## src/rtl/mem_bus_pkg.sv

```systemverilog
// Shared types for the two-master memory bus arbiter.
// Word address, data word, byte mask, arbiter state and the read-mask constant.
package mem_bus_pkg;

    typedef logic [29:0] addr_t;
    typedef logic [31:0] word_t;
    typedef logic [3:0]  mask_t;

    typedef enum logic [1:0] {
        IDLE = 2'd0,
        OWN0 = 2'd1,
        OWN1 = 2'd2
    } arb_state_t;

    localparam mask_t MASK_READ = 4'b0;

endpackage

```

## src/rtl/arb_pick2.sv

```systemverilog
// Two-way combinational picker: one-hot grant from a request pair.
// Ports: req[1:0] requests, pri = master preferred on a tie, gnt[1:0] one-hot grant.
module arb_pick2 (
    input  logic [1:0] req,
    input  logic       pri,
    output logic [1:0] gnt
);

    always_comb begin
        gnt = 2'b00;
        case (req)
            2'b01:   gnt = 2'b01;
            2'b10:   gnt = 2'b10;
            2'b11:   gnt = pri ? 2'b10 : 2'b01;
            default: gnt = 2'b00;
        endcase
    end

endmodule

```

## src/rtl/mem_bus_arbiter.sv

```systemverilog
// Two-master arbiter for the shared word-addressed memory bus with lock bursts.
// Ports: clock, reset (sync, active low); per master mN_req/lock/addr/data_w/mask_w in,
// mN_gnt/rvalid/data_r out; bus_addr/data_w/mask_w out, bus_data_r in.
// Build option: define ARB_RR_EN for round-robin tie-break (default: master 0 wins ties).
module mem_bus_arbiter
    import mem_bus_pkg::*;
#(
    parameter int MAX_BURST = 16
) (
    input  logic  clock,
    input  logic  reset,
    input  logic  m0_req,
    input  logic  m0_lock,
    input  addr_t m0_addr,
    input  word_t m0_data_w,
    input  mask_t m0_mask_w,
    output logic  m0_gnt,
    output logic  m0_rvalid,
    output word_t m0_data_r,
    input  logic  m1_req,
    input  logic  m1_lock,
    input  addr_t m1_addr,
    input  word_t m1_data_w,
    input  mask_t m1_mask_w,
    output logic  m1_gnt,
    output logic  m1_rvalid,
    output word_t m1_data_r,
    output addr_t bus_addr,
    input  word_t bus_data_r,
    output word_t bus_data_w,
    output mask_t bus_mask_w
);

    localparam int CW = $clog2(MAX_BURST + 1);
    localparam logic [CW-1:0] MAXC = CW'(MAX_BURST);

    arb_state_t    state;
    logic [CW-1:0] cnt;
    logic          last;
    logic          rd_pend;
    logic          rd_owner;

    // While reset is held, outputs are derived from the reset values
    arb_state_t st_e;
    logic       last_e;
    logic       pend_e;

    assign st_e   = reset ? state : IDLE;
    assign last_e = reset ? last : 1'b1;
    assign pend_e = reset & rd_pend;

    logic       own;
    logic       own_id;
    logic       own_lock;
    logic       own_req;
    logic       hold;
    logic       forced;
    logic       tie_pri;
    logic       pri;
    logic [1:0] p_gnt;
    logic [1:0] gnt;
    logic       any;
    logic       win;
    logic       win_lock;

    assign own      = (st_e != IDLE);
    assign own_id   = (st_e == OWN1);
    assign own_lock = own_id ? m1_lock : m0_lock;
    assign own_req  = own_id ? m1_req : m0_req;
    assign hold     = own & own_lock & (cnt != MAXC);
    assign forced   = own & own_lock & (cnt == MAXC);

`ifdef ARB_RR_EN
    assign tie_pri = ~last_e;
`else
    // last is kept up to date but never steers a tie here
    assign tie_pri = last_e & 1'b0;
`endif

    // Forced release pushes the current owner to the back
    assign pri = forced ? ~own_id : tie_pri;

    arb_pick2 u_pick (
        .req ({m1_req, m0_req}),
        .pri (pri),
        .gnt (p_gnt)
    );

    always_comb begin
        gnt = p_gnt;
        if (hold) begin
            gnt = own_id ? {own_req, 1'b0} : {1'b0, own_req};
        end
    end

    assign m0_gnt   = gnt[0];
    assign m1_gnt   = gnt[1];
    assign any      = |gnt;
    assign win      = gnt[1];
    assign win_lock = win ? m1_lock : m0_lock;

    always_comb begin
        bus_addr   = '0;
        bus_data_w = '0;
        bus_mask_w = MASK_READ;
        if (gnt[1]) begin
            bus_addr   = m1_addr;
            bus_data_w = m1_data_w;
            bus_mask_w = m1_mask_w;
        end else if (gnt[0]) begin
            bus_addr   = m0_addr;
            bus_data_w = m0_data_w;
            bus_mask_w = m0_mask_w;
        end
    end

    assign m0_rvalid = pend_e & ~rd_owner;
    assign m1_rvalid = pend_e & rd_owner;
    assign m0_data_r = bus_data_r;
    assign m1_data_r = bus_data_r;

    always_ff @(posedge clock) begin
        if (!reset) begin
            state    <= IDLE;
            cnt      <= '0;
            last     <= 1'b1;
            rd_pend  <= 1'b0;
            rd_owner <= 1'b0;
        end else begin
            rd_pend <= any & (bus_mask_w == MASK_READ);
            if (any) begin
                rd_owner <= win;
                last     <= win;
            end
            if (hold) begin
                cnt <= cnt + CW'(1);
            end else if (any && win_lock) begin
                state <= win ? OWN1 : OWN0;
                cnt   <= CW'(1);
            end else begin
                state <= IDLE;
                cnt   <= '0;
            end
        end
    end

endmodule

```

## config.mk

```make
export PLATFORM = sky130hd
export DESIGN_NAME = mem_bus_arbiter
export DESIGN_NICKNAME = d
export VERILOG_FILES = /design/src/rtl/mem_bus_pkg.sv /design/src/rtl/arb_pick2.sv /design/src/rtl/mem_bus_arbiter.sv
export SDC_FILE = /design/constraint.sdc
export NUM_CORES = 1
export LEC_CHECK = 0
export CAP_MARGIN = 30
export CORE_AREA = 3 3 116 118
export DETAILED_ROUTE_END_ITERATION = 8
export DIE_AREA = 0 0 119 121
export PLACE_DENSITY = 0.63
export SLEW_MARGIN = 0
export SYNTH_ARGS = -nofsm -noshare
export SYNTH_HDL_FRONTEND = slang
export SYNTH_SLANG_ARGS = --single-unit
```

## constraint.sdc

```tcl
create_clock -name clock -period 4.99 [get_ports clock]
set_input_delay 1.497 -clock clock [delete_from_list [all_inputs] [get_ports clock]]
set_output_delay 1.497 -clock clock [all_outputs]
set_load 0.005 [all_outputs]
```

==> results.txt, run 1 <==
Worst slew margin: 75.7%
Core Rows: 41
# Max-Cap Violations: 0
Post-synthesis cell count: 201
Hold bufs inserted after CTS: 0
Remaining DRCs: 0
Ant. Diodes: 0
Hold Path Class: reg -> reg
Core ar.: 12600 um^2
Final Hold Fails: 0
ANT nets after route: 0
Detailed Route WL: 9020 um
TritonCTS clock tree: done
Slowest CP cell: clkdlybuf4s50_1
Yosys warnings: 0
RSZ-0062 raised after global routing: false
Worst R2R End: rd_pend
Post-synthesis sequential area ratio: 10.7%
FF-to-FF path depth: 10
Worst path arrival time: 3.34 ns
Hold depth: 2
Critical setup path kind: in -> out
Reg2reg start: cnt[0]
Final Wtd Congestion: 0.900
DIE AREA: 14400 um^2
First-pass GRT wire length: 12400 um
Clock Latency Late Sink: 0.23 ns
Flop2flop setup slack: 2.93 ns
Crit-path cells: clkdlybuf4s50_1 > a31oi_1 > a21oi_2 > a21boi_4 > buf_12 > buf_12 > a22o_1 > clkdlybuf4s50_1
Cts bufs inserted: 3
Routed vias: 2089
Clock sink count: 9
Slew Viols, Final: 0
Routed len/inst: 17.4 um
Vias/cell: 4.03
Largest net degree at the start of global routing: 42
HP Start: state[1]
CP Buf/Inv Count: 4
Initial core utilization: 13.3%
Vias in the first global route: 2162
Worst Hold End: state[1]
CP Launch Type: input port
First-pass DRT Iterations: 4
GR Overflow Total: 0
Area grow syn2layout: 116%
GRT Resource Usage Total: 11.0%
Die outline width: 119 um
Distinct cells, synth: 26
Nets: 519
Syn avg cell area: 8.35 um^2
Count of endpoints failing setup in the final report: 0
Root Buffer: clkbuf_16
Pwr dens: 137 nW/um^2
Hold slack: 0.497 ns
Peak supply drop: 0.135 mV
Syn nets: 373
Die height: 121 um
Fin crit share: 96.9%
IO Count: 304
Largest buffer count on any clock path: 2
Final Core Density: 28.8%
Layout cells sized above 1: 6.94%
Fin crit period: 4.84 ns
Synthesized cell area: 1680 um^2
Worst clock skew: 0.000833 ns
Initial antenna violation count: 0
Endpoint class of the critical path: output port
Number of synthesized register bits: 9
Highest clock rate: 207 MHz
Initial DRC count: 51
Tightest Pin Transition: 0.363 ns
Crit Path Max Fanout: 11
Status: finished clean
CP required: 3.49 ns
Max incr delay on CP: 0.50 ns
Clock transition at path regs: 0.04 ns
Detail Placement HPWL: 7260 um
Port-buffer cells: 207
Crit path max-delay family: buffers and inverters
Leak: 1.60 nW
H-tree Lvls: 1
worst register-to-register path: stages, from the launching register on:
cell	delay (ns)
dfxtp_1	0.36
inv_1	0.06
ha_1	0.19
nor4bb_4	0.17
or3b_4	0.43
a21boi_4	0.16
buf_12	0.14
buf_12	0.10
buf_16	0.15
nand3_1	0.11
a21oi_2	0.12
stage by stage:
| step | worst slack, ns | cells | instance area [um^2] | power [mW] | setup TNS [ns] |
|---|---|---|---|---|---|
| final | 0.154 | 518 | 3620 | 0.496 | 0 |
| after global routing | 0.0556 | 518 | 3620 | 0.521 | 0 |
| after CTS | -0.209 | 513 | 3510 | 0.492 | -0.360 |
| after detailed placement | -0.228 | 507 | 3460 | 0.370 | -8.43 |
| after global placement | -0.242 | 507 | 3460 | 0.368 | -9.43 |
| after floorplan | 0.912 | 201 | 1680 | 0.199 | 0 |
state kept, by name (all words and copies together), names as in the netlist:
signal	cells
cnt	5
rd_pend	1
state	2
rd_owner	1
power by group:
part,total (mW),leakage (nW),internal (mW),switching [mW]
sequential,0.0766,0.0732,0.0747,0.00194
combinational,0.278,1.49,0.190,0.0877
clock,0.141,0.0382,0.107,0.0343
total,0.496,1.60,0.372,0.124
synth_stat cells:
cell type / instances / area [um^2]
nand3b_1: 1 / 7.51
a21oi_2: 1 / 8.76
a31oi_1: 1 / 6.26
or3b_4: 1 / 11.3
nor2b_1: 2 / 12.5
nand3_1: 7 / 35.0
nor2_1: 6 / 22.5
and3_1: 3 / 18.8
xnor2_1: 1 / 8.76
a21boi_4: 1 / 18.8
a22o_1: 66 / 578
o21ai_0: 3 / 15.0
buf_2: 8 / 40.0
nand2_1: 5 / 18.8
o21a_1: 2 / 15.0
a21oi_1: 2 / 10.0
nor4bb_4: 1 / 25.0
nor4_1: 1 / 6.26
and3_4: 1 / 11.3
xor2_1: 2 / 17.5
dfxtp_1: 9 / 180
buf_6: 8 / 90.1
buf_4: 64 / 480
ha_1: 2 / 25.0
o211ai_1: 1 / 7.51
inv_1: 2 / 7.51
what timing repair did:
| action | in CTS | in global routing |
|---|---|---|
| gates resized for setup | 66 | 5 |
| setup buffers | 1 | 3 |
| endpoints found under the setup margin | 67 | 9 |
| pin swaps | 0 | 1 |
| cloned | 1 | 2 |
worst max path at each step:
stage	depth (start not counted)	slack [ns]	startpoint	to
final	8	0.15	m0_req	bus_addr[2]
after global routing	8	0.06	m0_req	bus_addr[2]
after CTS	8	-0.21	m1_lock	bus_data_w[26]
after detailed placement	7	-0.23	m1_lock	bus_data_w[27]
after global placement	7	-0.24	m1_lock	bus_data_w[27]
after floorplan	6	0.91	m1_lock	bus_data_w[27]
cells in the final DEF (no fill, tap or decap), types with 5 or more instances in the layout:
master and instances:
a22o_1 65, dfxtp_1 9, clkdlybuf4s50_1 140, clkbuf_16 5, buf_12 5, nand3_1 7, nand2_1 5, buf_4 5
nor2_1 6, dlygate4sd2_1 64
cells by family after synthesis:
| family | count (synthesis) | share of synthesized area [%] |
|---|---|---|
| adder cells (fa/ha/maj) | 2 | 1.49 |
| AND/OR/NAND/NOR | 28 | 10.1 |
| XOR/XNOR | 3 | 1.57 |
| flip-flops | 9 | 10.7 |
| AO/OA/AOI/OAI | 77 | 39.3 |
| buffers and inverters | 82 | 36.8 |
area by class of cell:
type	count	area, um^2
Timing Repair Buffer	221	2240
Sequential cell	9	180
Fill cell	1337	8950
Inverter	2	7.51
Multi-Input combinational cell	110	892
Clock buffer	4	78.8
Tap cell	172	215
routing by layer:
layer / routed length, um / vias to the layer above / GRT usage (%) / part of all wire [%]
met2: 4420 / 151 / 19.6 / 49
li1: - / 978 / - / -
met5: 0 / - / 0 / 0
met4: 253 / 0 / 4.20 / 2.8
met1: 3420 / 941 / 11.7 / 38
met3: 921 / 19 / 4.10 / 10
Power figures use the tool's default switching activity.
==> inputs of run 2 (changes only) <==
CTS_CLUSTER_SIZE = 14   (was not set)
==> results of run 2 <==
Same layout as run 1: the final DEF is identical, and so are final timing and power.
==> inputs of run 3 (changes only) <==
CORE_AREA = 4 4 117 119   (was 3 3 116 118)
DIE_AREA = 0 0 121 123   (was 0 0 119 121)
==> run 3 against run 2 <==
Net effect:
- first-iteration DRC count grew 9.8%
- core utilization grew 0.070 points
- clock power is essentially flat
- non-clock buffer count grew 6
- largest power group unchanged
- largest cell class unchanged
- cell area grew 0.24%
- global-route usage shrank 1.3 points
==> results.txt, run 3 (synthesis gave the netlist of run 1 again) <==
Status: finished clean (unchanged)
H-tree Lvls: 1 (unchanged)
Final Hold Fails: 0 (unchanged)
Worst setup path startpoint: m0_req (unchanged)
Sw Share: 24.1% (was 25.0%)
Hold depth: 2 (unchanged)
Psw: 0.118 mW (was 0.124 mW)
Remaining DRCs: 0 (unchanged)
Layout cells sized above 1: 7.95% (was 6.94%)
RSZ-0062 raised after global routing: false (unchanged)
ANT nets after route: 0 (unchanged)
Core Rows: 41 (unchanged)
Vias/cell: 3.94 (was 4.03)
Ant. Diodes: 0 (unchanged)
Clock Latency Late Sink: 0.23 ns (about the same)
Die outline width: 121 um (was 119 um)
CP required: 3.49 ns (about the same)
Initial antenna violation count: 0 (unchanged)
Vias in the first global route: 2101 (was 2162)
Final setup margin: 0.141 ns (was 0.154 ns)
Critical setup path kind: in -> out (unchanged)
CP Buf/Inv Count: 3 (was 4)
Top cell by count, worst path: clkdlybuf4s50_1
IO Count: 304 (unchanged)
Core ar.: 12600 um^2 (unchanged)
CP Launch Type: input port (unchanged)
Peak supply drop: 0.159 mV (was 0.135 mV)
Biggest register: cnt (unchanged)
Largest buffer count on any clock path: 2 (unchanged)
Largest net degree at the start of global routing: 34 (was 42)
Max incr delay on CP: 0.51 ns (was 0.50 ns)
Slew Viols, Final: 0 (unchanged)
First-pass GRT wire length: 11300 um (was 12400 um)
Nets: 525 (was 519)
Cell depth of the worst setup path: 7 (was 8)
Pre-CTS setup slack: -0.157 ns (was -0.228 ns)
Crit-path cells: clkdlybuf4s50_1 > a31oi_1 > a21oi_1 > a21boi_4 > buf_6 > a22o_1 > clkdlybuf4s50_1 (was clkdlybuf4s50_1 > a31oi_1 > a21oi_2 > a21boi_4 > buf_12 > buf_12 > a22o_1 > clkdlybuf4s50_1)
DIE AREA: 14900 um^2 (was 14400 um^2)
Initial DRC count: 56 (was 51)
TritonCTS clock tree: done (unchanged)
Tightest Pin Transition: 0.368 ns (was 0.363 ns)
Crit Path Max Fanout: 10 (was 11)
Crit path max-delay family: buffers and inverters (unchanged)
HP Start: state[1] (unchanged)
Clock transition at path regs: 0.04 ns (about the same)
GR Overflow Total: 0 (unchanged)
Cts bufs inserted: 3 (unchanged)
Logic pwr share: 56.1% (about the same)
First-pass DRT Iterations: 4 (unchanged)
Clock sink count: 9 (unchanged)
Fin crit period: 4.85 ns (was 4.84 ns)
Fin crit share: 97.2% (was 96.9%)
Routed len/inst: 16.9 um (was 17.4 um)
Count of endpoints failing setup in the final report: 0 (unchanged)
Internal power: 0.373 mW (was 0.372 mW)
# Max-Cap Violations: 0 (unchanged)
Fillers: 1320 (was 1337)
Clock share of power: 28.3% (was 28.5%)
Initial core utilization: 13.3% (unchanged)
Worst path arrival time: 3.35 ns (was 3.34 ns)
Detail Placement HPWL: 7180 um (was 7260 um)
Most frequent cells in the layout: clkdlybuf4s50_1, a22o_1, dlygate4sd2_1, buf_4, dfxtp_1 (was clkdlybuf4s50_1, a22o_1, dlygate4sd2_1, dfxtp_1, nand3_1)
Worst clock skew: 0.000310 ns (was 0.000833 ns)
Sequential power share: 15.6% (was 15.5%)
Leak: 1.61 nW (was 1.60 nW)
Pwr dens: 136 nW/um^2 (was 137 nW/um^2)
Worst slew margin: 75.4% (was 75.7%)
FF-to-FF path depth: 8 (was 10)
Final Wtd Congestion: 0.788 (was 0.900)
Endpoint class of the critical path: output port (unchanged)
Highest clock rate: 206 MHz (was 207 MHz)
Area grow syn2layout: 116% (about the same)
Die height: 123 um (was 121 um)
Most common cell after layout, fill and taps aside: clkdlybuf4s50_1 (unchanged)
Max FFs per register: 5 (unchanged)
Routed vias: 2065 (was 2089)
Detailed Route WL: 8840 um (was 9020 um)
Root Buffer: clkbuf_16 (unchanged)
GRT Resource Usage Total: 9.68% (was 11.0%)
Final Core Density: 28.8% (about the same)
Reg2reg start: cnt[0] (unchanged)
Port-buffer cells: 207 (unchanged)
Slowest CP cell: clkdlybuf4s50_1 (unchanged)
Hold Path Class: reg -> reg (unchanged)
Largest registers: cnt x5, state x2 (unchanged)
## run 3: cell count changes in the layout (fill, tap and decap cells not counted), moves of 2 or more
cell / before / now
clkdlybuf4s50_1: 140 / 146
dlygate4sd2_1: 64 / 58
buf_16: 2 / 0
buf_4: 5 / 12
## run 3: timing repair
| action | in CTS | in global routing |
|---|---|---|
| cloned | 0 | 3 |
| resized for setup | 58 | 4 |
| hold buffers | 0 | 0 |
| setup buffers | 0 | 10 |
| endpoints found under the setup margin | 66 | 9 |
| pin swaps | 8 | 3 |
## run 3: worst paths after layout
check                                       to  slack, ns
worst min register to register        state[1]       0.49
worst min-delay path                  state[1]       0.49
worst max-delay path            bus_data_w[29]       0.14
worst max register to register         rd_pend       3.01
## run 3: final cells by class
cell class                 count  area [um^2]  area share (%)
clock buffer                   4         78.8            2.17
inverter                       2         7.51           0.207
multi-input combinational    110          880            24.3
sequential                     9          180            4.97
tap                          172          215            5.94
timing repair buffer         227         2260            62.4
## run 3: metal layers
metal / part of all wire (%) / track usage, % / up-vias
met5: 0 / 0 / -
met4: 1.0 / 2.41 / 0
met3: 10 / 3.20 / 14
met2: 50 / 18.3 / 143
met1: 39 / 10.3 / 920
li1: - / - / 988
## run 3: power groups by stage
stage	clock network, mW	registers, mW	logic [mW]
3_3_place_gp	0	0.0778	0.286
2_1_floorplan	0	0.0772	0.122
3_5_place_dp	0	0.0778	0.289
6_report	0.139	0.0766	0.276
5_1_grt	0.147	0.0769	0.294
4_1_cts	0.142	0.0766	0.263
## run 3: worst reg2reg max path, delay by kind of cell (launching register included)
family                     cells  cell delay, ns
AOI/OAI and AO/OA              2            0.43
and+or+nand+nor                3            0.68
DFF                            1            0.37
buffers and inverters          2            0.25
adders and majority gates      1            0.19
## run 3: metrics by stage
stage          setup TNS (ns)  hold slack, ns  power (mW)  instance area (um^2)  cells
2_1_floorplan               0           0.449       0.199                  1680    201
3_3_place_gp            -6.11           0.465       0.364                  3460    507
3_5_place_dp            -6.98           0.489       0.366                  3460    507
4_1_cts                -0.895           0.494       0.482                  3460    511
5_1_grt                     0           0.525       0.518                  3620    524
6_report                    0           0.490       0.492                  3620    524
